--- config.mk ---
export PLATFORM = sky130hd
export DESIGN_NAME = vector_mem_sequencer_flat
export DESIGN_NICKNAME = d
export VERILOG_FILES = /design/src/rtl/vector_mem_sequencer_pkg.sv /design/src/rtl/vector_mem_sequencer_if.sv /design/src/rtl/vector_mem_sequencer.sv /design/src/flat_wrapper.sv
export SDC_FILE = /design/constraint.sdc
export NUM_CORES = 1
export LEC_CHECK = 0
export BUFFER_PORTS_ARGS = -buffer_cell sky130_fd_sc_hd__buf_4
export CAP_MARGIN = 20
export CORE_ASPECT_RATIO = 1.25
export CORE_MARGIN = 3
export CORE_UTILIZATION = 55
export DETAILED_ROUTE_END_ITERATION = 12
export PLACE_DENSITY = 0.84
export SETUP_SLACK_MARGIN = 0.4
export SYNTH_ARGS = -nofsm -noshare
export SYNTH_HDL_FRONTEND = slang
export SYNTH_SLANG_ARGS = --single-unit
--- constraint.sdc ---
create_clock -name clk -period 4.1 [get_ports clk]
set_clock_uncertainty 0.1 [all_clocks]
set_input_delay 0 -clock clk [delete_from_list [all_inputs] [get_ports clk]]
set_output_delay 0 -clock clk [all_outputs]
set_load 0.05 [all_outputs]
--- src/rtl/vector_mem_sequencer_pkg.sv ---
// Shared definitions for the vector memory sequencer: FSM state encoding and default geometry.
package asip_mem_pkg;

  localparam int DEF_VEC_SIZE = 4;
  localparam int DEF_REG_SIZE = 8;
  localparam int LANE_W       = $clog2(DEF_VEC_SIZE);

  typedef enum logic [2:0] {
    IDLE,
    WRITE,
    READ,
    DRAIN,
    DONE
  } seq_state_t;

  // States in which the sequencer owns the memory port and the pipeline must hold.
  function automatic logic is_busy(seq_state_t s);
    return (s == WRITE) || (s == READ) || (s == DRAIN);
  endfunction

endpackage

--- src/rtl/vector_mem_sequencer_if.sv ---
// Request/response and data-RAM bus of the vector memory sequencer.
interface vector_mem_sequencer_if
  import asip_mem_pkg::*;
#(
  parameter int vecSize      = DEF_VEC_SIZE,
  parameter int registerSize = DEF_REG_SIZE
);

  logic                             req_valid;
  logic                             req_write;
  logic [registerSize-1:0]          req_addr;
  logic [vecSize*registerSize-1:0]  req_data;
  logic                             req_ready;
  logic                             stall;
  logic [registerSize-1:0]          mem_addr;
  logic                             mem_we;
  logic [registerSize-1:0]          mem_wdata;
  logic [registerSize-1:0]          mem_rdata;
  logic                             rsp_valid;
  logic [vecSize*registerSize-1:0]  rsp_data;

  // Sequencer side.
  modport slave (
    input  req_valid, req_write, req_addr, req_data, mem_rdata,
    output req_ready, stall, mem_addr, mem_we, mem_wdata, rsp_valid, rsp_data
  );

  // Pipeline + RAM side.
  modport master (
    output req_valid, req_write, req_addr, req_data, mem_rdata,
    input  req_ready, stall, mem_addr, mem_we, mem_wdata, rsp_valid, rsp_data
  );

endinterface

--- src/rtl/vector_mem_sequencer.sv ---
// Sequences one vector load/store against a byte-wide single-port sync-read RAM,
// one lane per cycle, stalling the pipeline while busy.
module vector_mem_sequencer
  import asip_mem_pkg::*;
#(
  parameter int vecSize      = DEF_VEC_SIZE,
  parameter int registerSize = DEF_REG_SIZE
) (
  input  logic                    clk,
  input  logic                    reset,
  vector_mem_sequencer_if.slave   bus
);

  localparam int LW = (vecSize > 1) ? $clog2(vecSize) : 1;
  localparam logic [LW-1:0] LAST = LW'(vecSize - 1);

  seq_state_t              state, state_n;
  logic [LW-1:0]           lane, lane_n;
  logic [registerSize-1:0] base_q;
  logic [registerSize-1:0] data_q [vecSize];
  logic [registerSize-1:0] rsp_q  [vecSize];
  logic                    ready;
  logic                    accept;

  assign ready  = (state == IDLE) || (state == DONE);
  assign accept = bus.req_valid && ready;

  always_comb begin
    state_n = state;
    lane_n  = lane;
    case (state)
      IDLE, DONE: begin
        if (accept) begin
          state_n = bus.req_write ? WRITE : READ;
          lane_n  = '0;
        end else if (state == DONE) begin
          state_n = IDLE;
        end
      end
      WRITE: begin
        if (lane == LAST) begin
          state_n = DONE;
          lane_n  = '0;
        end else begin
          lane_n = lane + LW'(1);
        end
      end
      READ: begin
        if (lane == LAST) begin
          state_n = DRAIN;
          lane_n  = '0;
        end else begin
          lane_n = lane + LW'(1);
        end
      end
      DRAIN:   state_n = DONE;
      default: state_n = IDLE;
    endcase
  end

  always_comb begin
    bus.req_ready = ready;
    bus.stall     = is_busy(state) || (ready && bus.req_valid);
    bus.rsp_valid = (state == DONE);
    bus.mem_we    = 1'b0;
    bus.mem_addr  = '0;
    bus.mem_wdata = '0;
    if (state == WRITE || state == READ) begin
      bus.mem_addr = base_q + registerSize'(lane);
    end
    if (state == WRITE) begin
      bus.mem_we    = 1'b1;
      bus.mem_wdata = data_q[lane];
    end
  end

  always_comb begin
    bus.rsp_data = '0;
    for (int unsigned i = 0; i < vecSize; i++) begin
      bus.rsp_data[i*registerSize +: registerSize] = rsp_q[i];
    end
  end

  // Sync-read RAM: data for lane k arrives while lane k+1 is addressed,
  // so capture lags by one lane and DRAIN collects the last one.
  always_ff @(posedge clk or negedge reset) begin
    if (!reset) begin
      state  <= IDLE;
      lane   <= '0;
      base_q <= '0;
      for (int unsigned i = 0; i < vecSize; i++) begin
        data_q[i] <= '0;
        rsp_q[i]  <= '0;
      end
    end else begin
      state <= state_n;
      lane  <= lane_n;
      if (accept) begin
        base_q <= bus.req_addr;
        for (int unsigned i = 0; i < vecSize; i++) begin
          data_q[i] <= bus.req_data[i*registerSize +: registerSize];
        end
      end
      if (state == READ && lane != '0) begin
        rsp_q[lane - LW'(1)] <= bus.mem_rdata;
      end
      if (state == DRAIN) begin
        rsp_q[LAST] <= bus.mem_rdata;
      end
    end
  end

endmodule
--- src/flat_wrapper.sv ---
// flat-port wrapper written by rule: the top's interface ports become plain ports
module vector_mem_sequencer_flat import asip_mem_pkg::*;
#(
  parameter int vecSize      = DEF_VEC_SIZE,
  parameter int registerSize = DEF_REG_SIZE
)
  (clk, reset, bus_req_valid, bus_req_write, bus_req_addr, bus_req_data, bus_mem_rdata, bus_req_ready, bus_stall, bus_mem_addr, bus_mem_we, bus_mem_wdata, bus_rsp_valid, bus_rsp_data);
  vector_mem_sequencer_if #(.vecSize(vecSize), .registerSize(registerSize)) bus_i ();
  input  logic clk;
  input  logic reset;
  input wire logic [$bits(bus_i.req_valid)-1:0] bus_req_valid;
  input wire logic [$bits(bus_i.req_write)-1:0] bus_req_write;
  input wire logic [$bits(bus_i.req_addr)-1:0] bus_req_addr;
  input wire logic [$bits(bus_i.req_data)-1:0] bus_req_data;
  input wire logic [$bits(bus_i.mem_rdata)-1:0] bus_mem_rdata;
  output wire logic [$bits(bus_i.req_ready)-1:0] bus_req_ready;
  output wire logic [$bits(bus_i.stall)-1:0] bus_stall;
  output wire logic [$bits(bus_i.mem_addr)-1:0] bus_mem_addr;
  output wire logic [$bits(bus_i.mem_we)-1:0] bus_mem_we;
  output wire logic [$bits(bus_i.mem_wdata)-1:0] bus_mem_wdata;
  output wire logic [$bits(bus_i.rsp_valid)-1:0] bus_rsp_valid;
  output wire logic [$bits(bus_i.rsp_data)-1:0] bus_rsp_data;
  assign bus_i.req_valid = bus_req_valid;
  assign bus_i.req_write = bus_req_write;
  assign bus_i.req_addr = bus_req_addr;
  assign bus_i.req_data = bus_req_data;
  assign bus_i.mem_rdata = bus_mem_rdata;
  assign bus_req_ready = bus_i.req_ready;
  assign bus_stall = bus_i.stall;
  assign bus_mem_addr = bus_i.mem_addr;
  assign bus_mem_we = bus_i.mem_we;
  assign bus_mem_wdata = bus_i.mem_wdata;
  assign bus_rsp_valid = bus_i.rsp_valid;
  assign bus_rsp_data = bus_i.rsp_data;
  vector_mem_sequencer #(.vecSize(vecSize), .registerSize(registerSize)) u_core (.clk(clk), .reset(reset), .bus(bus_i));
endmodule
==> results by stage <==
Final layout:
- The filler-free cell count of the finished design is 487.
- From synthesis to final layout, the design area changed by 46.2%.
- The share of layout cells above drive strength 1 is 51.2%.
- Cells fill between 80 and 90% of the core in the end.
- In the final design database the tool counted about 460 nets.
- The most common cell after layout, fill and taps aside is sky130_fd_sc_hd__buf_4.
- The post-layout instance area is about 5100 um2.
- Leaving out fill and tap cells, the most frequent cells in the layout are sky130_fd_sc_hd__buf_4, sky130_fd_sc_hd__dfrtp_1, sky130_fd_sc_hd__mux2_2.

Setup path:
- Of all nets on the critical path, the largest fanout is 14.
- For the worst setup path, the data required time is around 4000 ps.
- The number of cell instances on the worst register-to-register path is 5.
- The endpoint identified for the worst register-to-register timing path is u_core.bus.rsp_data[26].
- For flop-to-flop paths, the worst setup slack is 1610 ps.
- The startpoint of the most critical register-to-register path is u_core.lane[0].
- The worst setup path is of the register to output port kind.
- The worst setup path is captured at an output port.
- The signal arrival time at the worst endpoint is around 2500 ps.
- The startpoint class of the critical path is a register.

Timing:
- For the pin with the worst max-slew slack, the measured transition is around 960 ps.
- The number of pins exceeding their max-slew limit in the final report is 0.
- In the finished design, the share of the clock period the worst path needs comes to a little over three fifths.
- The smallest hold slack is between 200 and 250 ps.
- Setup repair after global routing left no endpoint under its margin.
- The count of final setup violators is 0.
- The number of endpoints with negative hold slack in the final report is 0.
- The setup TNS is 0 ps.
- The fmax is 0.385 GHz.
- The clock period could shrink to 2590 ps.
- The slack of the critical path is 1510 ps.
- The worst max-slew margin expressed relative to the limit is 36.2%.

Detailed routing:
- After detailed routing, the average wire length per cell comes to approximately 19 um.
- The final antenna-violating net count is 0.
- Summed over all layers, the routed wires come to about 9 mm.
- The initial detailed-routing violation count is ~130.
- The DRC violations left is 0.
- The iteration count of the initial detailed-routing pass is 4.
- Across all layers, the routed design uses roughly 2600 vias.
- The average vias per placed instance is approximately 5.3.

CTS:
- Clock-pin slew was measured on the worst setup and hold paths at 80 ps.
- The post-CTS setup buffer count is 0.
- For this design, the sink count on the clock tree is 77.
- The CTS tree is done.
- In this run, CTS created clock tree buffers numbering 9.
- Counting along the longest clock path gives a buffer depth of 2.
- The later-pin clock latency in the skew report is around 350 ps.
- The buffer cell driving the clock tree root is sky130_fd_sc_hd__clkbuf_8.
- The H-tree was split into 3 levels.

GRT:
- In the global route stage, overall resource usage came out at 25.6%.
- The number of antenna violations at the first check in global routing is 0.
- Entering global routing, the biggest net connects around 80 pins.
- The number of global-route vias before repair came to between 2000 and 3000.
- The first global-routing pass estimated ~14 mm of wire.
- After global routing the overflow that remains totals 0.

Pwr:
- In this run the static leakage power is around 2.3 nW.
- The power density of the placed cells is around 950 nW/um2.
- The design draws roughly 4.8 mW.
- The largest voltage drop on the vdd net is between 0.6 and 0.7 mV.

Hold path:
- The path class of the tightest hold or removal check is input port to async pin.

Die:
- After floorplanning, the core was sized to cover around 6000 um2.
- The initial standard-cell utilization of the core is between 50% and 60%.
- The total die area is ~7400 um2.
- The number of core rows is 31.
- The vertical extent of the die is ~95 um.
- The floorplan die width is 77.4 um.
- The top-level I/O count is approximately 100.

Synthesis:
- The share of the synthesized area in the top cell type is 55.0%.
- Counting every net in the synthesized netlist gives 304.
- The total of flip-flops plus latches after synthesis is just under 80.
- The count of synthesis-stage warnings from yosys is 0.
- The biggest area contributor in the post-synthesis netlist is sky130_fd_sc_hd__dfrtp_1.
- The netlist area before placement is around 3500 um2.
- Synthesis instantiated 35 different standard cells from the library.
- Dividing the synthesized area by the synthesized cell count gives 14.4 um2.
- By area the synthesized netlist is led by sky130_fd_sc_hd__dfrtp_1, sky130_fd_sc_hd__mux2_2, sky130_fd_sc_hd__mux4_2, sky130_fd_sc_hd__ha_1, sky130_fd_sc_hd__nor2b_1.
- The part of the Yosys area used for sequential elements is a little under three fifths.
- Synthesis produced between 200 and 250 cells.

Placed design:
- The instance count after placement with tap cells included is between 400 and 500.
- The number of port buffers is 103.
- Timing analysis after detailed placement gives a worst setup slack of 1660 ps.
- The wire-length estimate of the detail-placed layout is 5.25 mm.
- The congestion estimate from routability-driven global placement came to a little over 0.7.
- The placed standard-cell area is ~4300 um2.

Outcome:
- The run finished with clean final reports.

Flow run:
- The max-capacitance violation count is 0.
what timing repair did:
action / CTS / global route
hold endpoints to repair: 153 / 0
hold buffers: 52 / 0
gates resized for setup: 0 / 0
worst max-delay path by stage:
stage / cells past startpoint / endpoint / startpoint / slack, ps
4_1_cts: 6 / bus_mem_addr[6] / u_core.lane[0] / 1490
5_1_grt: 6 / bus_mem_addr[6] / u_core.lane[0] / 1330
3_5_place_dp: 5 / u_core.bus.rsp_data[5] / u_core.lane[0] / 1660
6_report: 6 / bus_mem_addr[6] / u_core.lane[0] / 1510
3_3_place_gp: 5 / u_core.bus.rsp_data[23] / u_core.lane[0] / 1730
2_1_floorplan: 6 / u_core.bus.rsp_data[23] / u_core.lane[1] / 1970
layer usage:
layer	vias up	GRT usage (%)	part of all wire, %
li1	1175	-	-
met1	1329	28.4	37
met2	74	48.7	58
met5	-	0	0
met4	0	10.8	1.4
met3	9	4.06	3.4
critical path, cell delays in order, from the launching register on:
cell and delay (ps):
sky130_fd_sc_hd__dfrtp_1 820, sky130_fd_sc_hd__ha_1 330, sky130_fd_sc_hd__fa_1 250, sky130_fd_sc_hd__nand2_1 80, sky130_fd_sc_hd__or3_1 300, sky130_fd_sc_hd__a21oi_1 150
sky130_fd_sc_hd__buf_4 220
kinds of logic (layout without fill, tap and decap cells):
family          count (synthesis)  count (layout)  synth area share (%)
mux                            83              83                  29.2
flops                          77              77                  55.0
simple gates                   41              41                  7.15
fa+ha+maj                       9               9                  3.43
buf+inv                        17             178                  2.18
compound gates                 13              13                  2.25
other cells                     0               1                     0
xor+xnor                        3               3                 0.750
where the power goes:
part	internal (mW)	switching (mW)
registers	1.15	0.333
clock network	0.480	0.269
logic	1.04	1.57
total	2.67	2.17
Yosys cell counts:
cell and count:
sky130_fd_sc_hd__inv_1 7, sky130_fd_sc_hd__or2_2 1, sky130_fd_sc_hd__and2_1 1, sky130_fd_sc_hd__nand3b_1 1, sky130_fd_sc_hd__mux2_1 1, sky130_fd_sc_hd__mux4_2 8, sky130_fd_sc_hd__mux2_2 73, sky130_fd_sc_hd__dfrtp_1 77
sky130_fd_sc_hd__a2bb2oi_1 1, sky130_fd_sc_hd__buf_2 7, sky130_fd_sc_hd__xor2_1 2, sky130_fd_sc_hd__nand3_1 2, sky130_fd_sc_hd__a21oi_1 6, sky130_fd_sc_hd__fa_1 1, sky130_fd_sc_hd__o21ai_0 3, sky130_fd_sc_hd__nor4b_4 1
sky130_fd_sc_hd__xnor2_1 1, sky130_fd_sc_hd__mux2i_1 1, sky130_fd_sc_hd__o21ai_2 1, sky130_fd_sc_hd__nor3b_1 1, sky130_fd_sc_hd__nor4_1 1, sky130_fd_sc_hd__nor2_1 9, sky130_fd_sc_hd__nand2_2 3, sky130_fd_sc_hd__clkbuf_1 2
sky130_fd_sc_hd__buf_4 1, sky130_fd_sc_hd__or3_1 2, sky130_fd_sc_hd__nand2_1 4, sky130_fd_sc_hd__or3b_2 1, sky130_fd_sc_hd__or4_1 1, sky130_fd_sc_hd__o31ai_1 1, sky130_fd_sc_hd__ha_1 8, sky130_fd_sc_hd__nor2_4 1
sky130_fd_sc_hd__o32ai_1 1, sky130_fd_sc_hd__nand2b_1 2, sky130_fd_sc_hd__nor2b_1 10
layout make-up:
class                      count  area [um2]
clock buffer                  11         141
clock inverter                 4         120
timing repair buffer         156        1300
tap                           82         103
multi-input combinational    149        1500
antenna                        1        2.50
sequential                    77        1930
fill                         311         853
inverter                       7        26.3
flip-flops by register name, summed over array words and instances, names as in the netlist:
| register | cells |
|---|---|
| u_core.base_q | 8 |
| u_core.bus.rsp_data | 32 |
| u_core.data_q | 32 |
| u_core.lane | 2 |
| u_core.state | 3 |
Power figures use the tool's default switching activity.
